===== config.mk =====
export PLATFORM = sky130hd
export DESIGN_NAME = id_ex_stage
export DESIGN_NICKNAME = d
export VERILOG_FILES = /design/src/rtl/id_ex_stage.sv
export SDC_FILE = /design/constraint.sdc
export NUM_CORES = 1
export LEC_CHECK = 0
export BUFFER_PORTS_ARGS = -buffer_cell sky130_fd_sc_hd__buf_4
export CORE_UTILIZATION = 25
export CTS_CLUSTER_SIZE = 12
export DETAILED_ROUTE_END_ITERATION = 10
export PLACE_DENSITY = 0.47
export SETUP_SLACK_MARGIN = 0.1
export SLEW_MARGIN = 0
export SYNTH_ARGS = -nofsm -noshare
export SYNTH_HDL_FRONTEND = slang
export SYNTH_SLANG_ARGS = --single-unit
export TNS_END_PERCENT = 50

===== constraint.sdc =====
create_clock -name clk -period 3.5 [get_ports clk]
set_clock_uncertainty 0.2 [all_clocks]
set_input_delay 0.35 -clock clk [delete_from_list [all_inputs] [get_ports clk]]
set_output_delay 0.35 -clock clk [all_outputs]
set_load 0.005 [all_outputs]

===== src/rtl/id_ex_stage.sv =====
// ID/EX pipeline register built as a 2-entry skid buffer with immediate decode and x0 forcing.
// Optional write-back bypass into the captured operands is compiled in with ID_EX_WB_BYPASS_EN.
module id_ex_stage #(
   parameter int XLEN = 64
) (
   input  logic            clk,
   input  logic            rst,
   input  logic [31:0]     i,
   input  logic [XLEN-1:0] pc,
   input  logic [XLEN-1:0] rs1_data,
   input  logic [XLEN-1:0] rs2_data,
   input  logic            in_valid,
   output logic            in_ready,
   output logic            out_valid,
   input  logic            out_ready,
   input  logic            flush,
   input  logic            wb_write,
   input  logic [4:0]      wb_rd,
   input  logic [XLEN-1:0] wb_data,
   output logic [XLEN-1:0] ex_pc,
   output logic [XLEN-1:0] ex_rs1,
   output logic [XLEN-1:0] ex_rs2,
   output logic [XLEN-1:0] ex_imm,
   output logic [4:0]      ex_rd,
   output logic [6:0]      ex_opcode,
   output logic [2:0]      ex_funct3,
   output logic            ex_funct7b5,
   output logic            ex_illegal
);

   // state | meaning
   // EMPTY | no entry held
   // ONE   | slot0 holds the only entry
   // FULL  | slot0 oldest, slot1 newest; upstream stalled
   typedef enum logic [1:0] {EMPTY = 2'd0, ONE = 2'd1, FULL = 2'd2} state_t;

   typedef struct packed {
      logic [XLEN-1:0] pc;
      logic [XLEN-1:0] rs1;
      logic [XLEN-1:0] rs2;
      logic [XLEN-1:0] imm;
      logic [4:0]      rd;
      logic [6:0]      opcode;
      logic [2:0]      funct3;
      logic            funct7b5;
      logic            illegal;
   } entry_t;

   state_t          state, state_nxt;
   entry_t          slot0, slot1, entry_new;
   logic            in_xfer, out_xfer;
   logic            load0, load1, shift;
   logic [XLEN-1:0] imm_dec;
   logic            legal_op;
   logic [XLEN-1:0] rs1_src, rs2_src;

   assign in_xfer   = in_valid & in_ready;
   assign out_xfer  = out_valid & out_ready;
   assign out_valid = (state != EMPTY);

   always_comb begin
      imm_dec  = '0;
      legal_op = 1'b0;
      case (i[6:0])
         7'b0000011, 7'b0010011, 7'b0011011, 7'b1100111: begin
            imm_dec  = {{(XLEN-12){i[31]}}, i[31:20]};
            legal_op = 1'b1;
         end
         7'b0100011: begin
            imm_dec  = {{(XLEN-12){i[31]}}, i[31:25], i[11:7]};
            legal_op = 1'b1;
         end
         7'b1100011: begin
            imm_dec  = {{(XLEN-13){i[31]}}, i[31], i[7], i[30:25], i[11:8], 1'b0};
            legal_op = 1'b1;
         end
         7'b0110111, 7'b0010111: begin
            imm_dec  = {{(XLEN-32){i[31]}}, i[31:12], 12'b0};
            legal_op = 1'b1;
         end
         7'b1101111: begin
            imm_dec  = {{(XLEN-21){i[31]}}, i[31], i[19:12], i[20], i[30:21], 1'b0};
            legal_op = 1'b1;
         end
         7'b0110011, 7'b0111011, 7'b0001111, 7'b1110011: legal_op = 1'b1;
         default: ;
      endcase
   end

`ifdef ID_EX_WB_BYPASS_EN
   // A same-cycle write-back to the addressed register wins over the stale file read.
   assign rs1_src = (wb_write && wb_rd != 5'd0 && wb_rd == i[19:15]) ? wb_data : rs1_data;
   assign rs2_src = (wb_write && wb_rd != 5'd0 && wb_rd == i[24:20]) ? wb_data : rs2_data;
`else
   logic unused_wb;
   assign unused_wb = ^{wb_write, wb_rd, wb_data};
   assign rs1_src   = rs1_data;
   assign rs2_src   = rs2_data;
`endif

   always_comb begin
      entry_new          = '0;
      entry_new.pc       = pc;
      entry_new.rs1      = (i[19:15] == 5'd0) ? '0 : rs1_src;
      entry_new.rs2      = (i[24:20] == 5'd0) ? '0 : rs2_src;
      entry_new.imm      = imm_dec;
      entry_new.rd       = i[11:7];
      entry_new.opcode   = i[6:0];
      entry_new.funct3   = i[14:12];
      entry_new.funct7b5 = i[30];
      entry_new.illegal  = (i[1:0] != 2'b11) | ~legal_op;
   end

   always_comb begin
      state_nxt = state;
      load0     = 1'b0;
      load1     = 1'b0;
      shift     = 1'b0;
      case (state)
         EMPTY: if (in_xfer) begin
            state_nxt = ONE;
            load0     = 1'b1;
         end
         ONE: begin
            if (in_xfer && !out_xfer) begin
               state_nxt = FULL;
               load1     = 1'b1;
            end else if (!in_xfer && out_xfer) begin
               state_nxt = EMPTY;
            end else if (in_xfer && out_xfer) begin
               load0     = 1'b1;
            end
         end
         FULL: if (out_xfer) begin
            state_nxt = ONE;
            shift     = 1'b1;
         end
         default: state_nxt = EMPTY;
      endcase
      if (flush) begin
         state_nxt = EMPTY;
         load0     = 1'b0;
         load1     = 1'b0;
         shift     = 1'b0;
      end
   end

   always_ff @(posedge clk) begin
      if (rst) begin
         state    <= EMPTY;
         in_ready <= 1'b1;
         slot0    <= '0;
         slot1    <= '0;
      end else begin
         state    <= state_nxt;
         in_ready <= (state_nxt != FULL);
         if (load0)
            slot0 <= entry_new;
         else if (shift)
            slot0 <= slot1;
         if (load1)
            slot1 <= entry_new;
      end
   end

   assign ex_pc       = slot0.pc;
   assign ex_rs1      = slot0.rs1;
   assign ex_rs2      = slot0.rs2;
   assign ex_imm      = slot0.imm;
   assign ex_rd       = slot0.rd;
   assign ex_opcode   = slot0.opcode;
   assign ex_funct3   = slot0.funct3;
   assign ex_funct7b5 = slot0.funct7b5;
   assign ex_illegal  = slot0.illegal;

endmodule


==> results by group <==
Global routing
  • GRT Residual Overflow: 0
  • Initial antenna violation count: 5
  • GRT Total Usage: 17.5%
  • First-pass GRT wire length: between 100000 and 150000 um
  • Pin count of the biggest net entering global routing: between 100 and 150
  • Vias in the first global route: 18800

Setup path
  • R2r setup slk: about 0.84 ns
  • WP data arrival: 2.98 ns
  • CP Capture Type: register
  • CP delay by family, top: compound AO/OA/AOI/OAI gates
  • Worst Path Required: 3.73 ns
  • CP Class: in2reg
  • Maximum fanout along the worst path: 49
  • CP Depth: 7
  • Slowest CP cell: a21oi_1
  • CP cell instances: dlygate4sd3_1 -> buf_4 -> nor4bb_2 -> buf_4 -> nand2_8 -> a21oi_1 -> a311oi_1
  • Most used cell, CP: buf_4
  • Critical path launch point type: input port
  • CP peak stage delay: between 0.8 and 0.9 ns
  • Worst path bufs/invs: 3
  • Worst Reg-to-Reg Cells: 5

Yosys
  • Synthesized instance count: about 2300
  • Post-Syn Area: slightly below 20000 um2
  • Number of synthesized flops with an enable pin: 0
  • Synth Flop Type: dfxtp_1
  • Synthesized flop and latch total: 485
  • Yosys cell types: between 50 and 60
  • Synth top area cells: dfxtp_1, a21oi_1, nand2_1
  • Top-area cell type share of the netlist area: around half
  • Ys Warns: 0
  • Sequential element share of the synthesized area: approximately half
  • Syn nets: roughly 2600
  • Ys async rst share: 0%
  • Synthesized area per cell: between 8 and 9 um2
  • Post-synth top area cell: dfxtp_1

Final layout
  • Fraction of layout instances using a drive strength above 1: around 23%
  • Fill cells: around 8000
  • Final Cell Area: between 20000 and 30000 um2
  • Storage element area: just under 10000 um2
  • Post-layout util: 36.8%
  • Syn-to-layout area delta: 44.4%
  • Area of the multi-input gates: 8430 um2
  • Final nets: between 3000 and 4000
  • Non-filler instance count after layout: about 4000

Clock tree
  • Clock buffer depth: 3
  • Clock-pin slew on the worst setup and hold paths: around 0.06 ns
  • Hold-fix buffers, CTS: approximately 230
  • Cells resized by post-CTS repair: 0
  • Worst-Skew Late Latency: around 0.6 ns
  • CTS tree: done
  • Post-CTS setup buffer count: 0
  • H-tree level count: 2
  • CTS Buf Count: 57
  • Clk sinks: approximately 490
  • Root Driver: clkbuf_16

Placement
  • Placement-stage cell area: around 24000 um2
  • Gp weighted congestion: between 0.7 and 0.8
  • Post-DP HPWL: around 45000 um
  • Placed instance count: 3630
  • Port Buffers: between 500 and 600
  • Post-Place Worst Slack: ~0.80 ns

Die
  • Die H: roughly 280 um
  • DIE AREA: slightly below 80000 um2
  • Die X: roughly 280 um
  • I/O pins: about 570
  • Row Count: just over 100
  • Core region area: around 76000 um2
  • Initial cell density of the core: between 20 and 30%

STA
  • Rel. slew slack: around 36%
  • Setup TNS: 0 ns
  • Worst setup margin: ~0.75 ns
  • Worst-margin pin slew: between 0.9 and 1 ns
  • Fin. Hold Viols: 0
  • F_max: approximately 360 MHz
  • Minimum clock period: 2.75 ns
  • Final Max Slew Viols: 0
  • RSZ-0062 raised after global routing: no
  • Crit share post-route: a little under 80%
  • Setup violations, final: 0

Detailed routing
  • Initial DRC count: approximately 1100
  • Drt first pass iters: 5
  • Post-route DRC: 0
  • Antenna Nets Post-Route: 0
  • Vias per cell: roughly 4.9
  • Routed WL per cell: about 18 um
  • Vias: between 15000 and 20000
  • Routed wire length: about 72000 um

Hold path
  • Hold depth: 2
  • HP Class: in2reg

Power
  • Worst VDD drop: 371 uV
  • Pleak: around 10 nW
  • Pwr/cell area: around 480 nW/um2

Flow run
  • Max Cap Violations: 0

Run status
  • Status: finished clean
[through the flow]
stage | hold WS, ns | power (mW)
after floorplan | 0.228 | 6.42
final | 0.0571 | 13.5
after CTS | 0.0490 | 13.7
after detailed placement | 0.243 | 7.12
after global routing | 0.0704 | 14.1
after global placement | 0.236 | 7.09
[per-layer routing]
| metal | global-route usage [%] | part of all wire, % | up-vias |
|---|---|---|---|
| li1 | - | - | 9374 |
| met2 | 29.4 | 48 | 580 |
| met4 | 4.95 | 2.3 | 6 |
| met5 | 0 | 0.047 | - |
| met3 | 4.66 | 7.1 | 95 |
| met1 | 21.7 | 42 | 9417 |
[path summary, 6_finish.rpt]
check,start,to
setup reg to reg,state[0],slot1[37]
hold / removal,rst,ex_rs1[15]
hold reg to reg,slot1[90],slot1[90]
setup / recovery,flush,ex_imm[18]
[registers in the layout, indices dropped and copies added (netlist names)]
| register | cells |
|---|---|
| ex_opcode | 7 |
| ex_rd | 5 |
| ex_rs2 | 64 |
| ex_funct3 | 3 |
| slot1 | 241 |
| ex_pc | 64 |
| in_ready | 1 |
| ex_funct7b5 | 1 |
| ex_rs1 | 64 |
| ex_imm | 32 |
| state | 2 |
| ex_illegal | 1 |
[Yosys cell counts (2+ instances only)]
cell type,n
a2111oi_4,2
a211oi_1,35
a21oi_1,443
a221oi_1,11
a22oi_1,72
a311oi_1,81
a311oi_2,2
a32oi_1,78
and2_1,13
and2_2,6
buf_1,12
buf_2,60
buf_4,42
buf_6,4
clkbuf_1,139
clkbuf_8,9
dfxtp_1,485
inv_1,2
mux2_2,7
mux2i_1,10
nand2_1,578
nand2_2,2
nand3_1,129
nand3b_1,3
nor2_1,39
nor2b_1,5
nor3_1,4
nor3_2,2
o2111ai_1,12
o211ai_1,2
o21ai_0,12
or2_2,2
[power by group]
group	internal [mW]	leakage (nW)	switching (mW)
Sequential	5.70	3.94	0.0936
Combinational	0.725	5.39	0.690
Clock	3.82	0.990	2.46
[layout make-up]
class                      instances  share of cell area, %
clock buffer                      89                   6.30
antenna                            2                 0.0178
clock inverter                    17                  0.801
inverter                           3                 0.0490
multi-input combinational       1570                   30.0
tap                             1030                   4.59
timing repair buffer             770                   23.7
sequential                       485                   34.6
[cells by family (layout without fill, tap and decap cells)]
| group | after synthesis | after routing | share of synthesized area (%) |
|---|---|---|---|
| AO/OA/AOI/OAI | 757 | 757 | 24.9 |
| XOR/XNOR | 1 | 1 | 0.0450 |
| adder cells (fa/ha/maj) | 1 | 1 | 0.0514 |
| buffers and inverters | 270 | 879 | 7.09 |
| flip-flops | 485 | 485 | 49.9 |
| multiplexers | 17 | 17 | 0.919 |
| other | 0 | 2 | 0 |
| AND/OR/NAND/NOR | 794 | 794 | 17.1 |
[cells in the final DEF (no fill, tap or decap), types with 7 or more instances in the layout]
cell type	count
nand3_1	129
a311oi_1	81
o21ai_0	12
a22oi_1	72
clkbuf_16	59
buf_4	517
a32oi_1	78
a211oi_1	35
clkbuf_8	18
dfxtp_1	485
dlygate4sd3_1	228
a221oi_1	11
nor2_1	39
mux2_2	7
and2_1	11
nand2_1	575
clkbuf_1	12
a21oi_1	443
clkinv_2	8
mux2i_1	10
buf_12	24
o2111ai_1	12
Power figures use the tool's default switching activity.
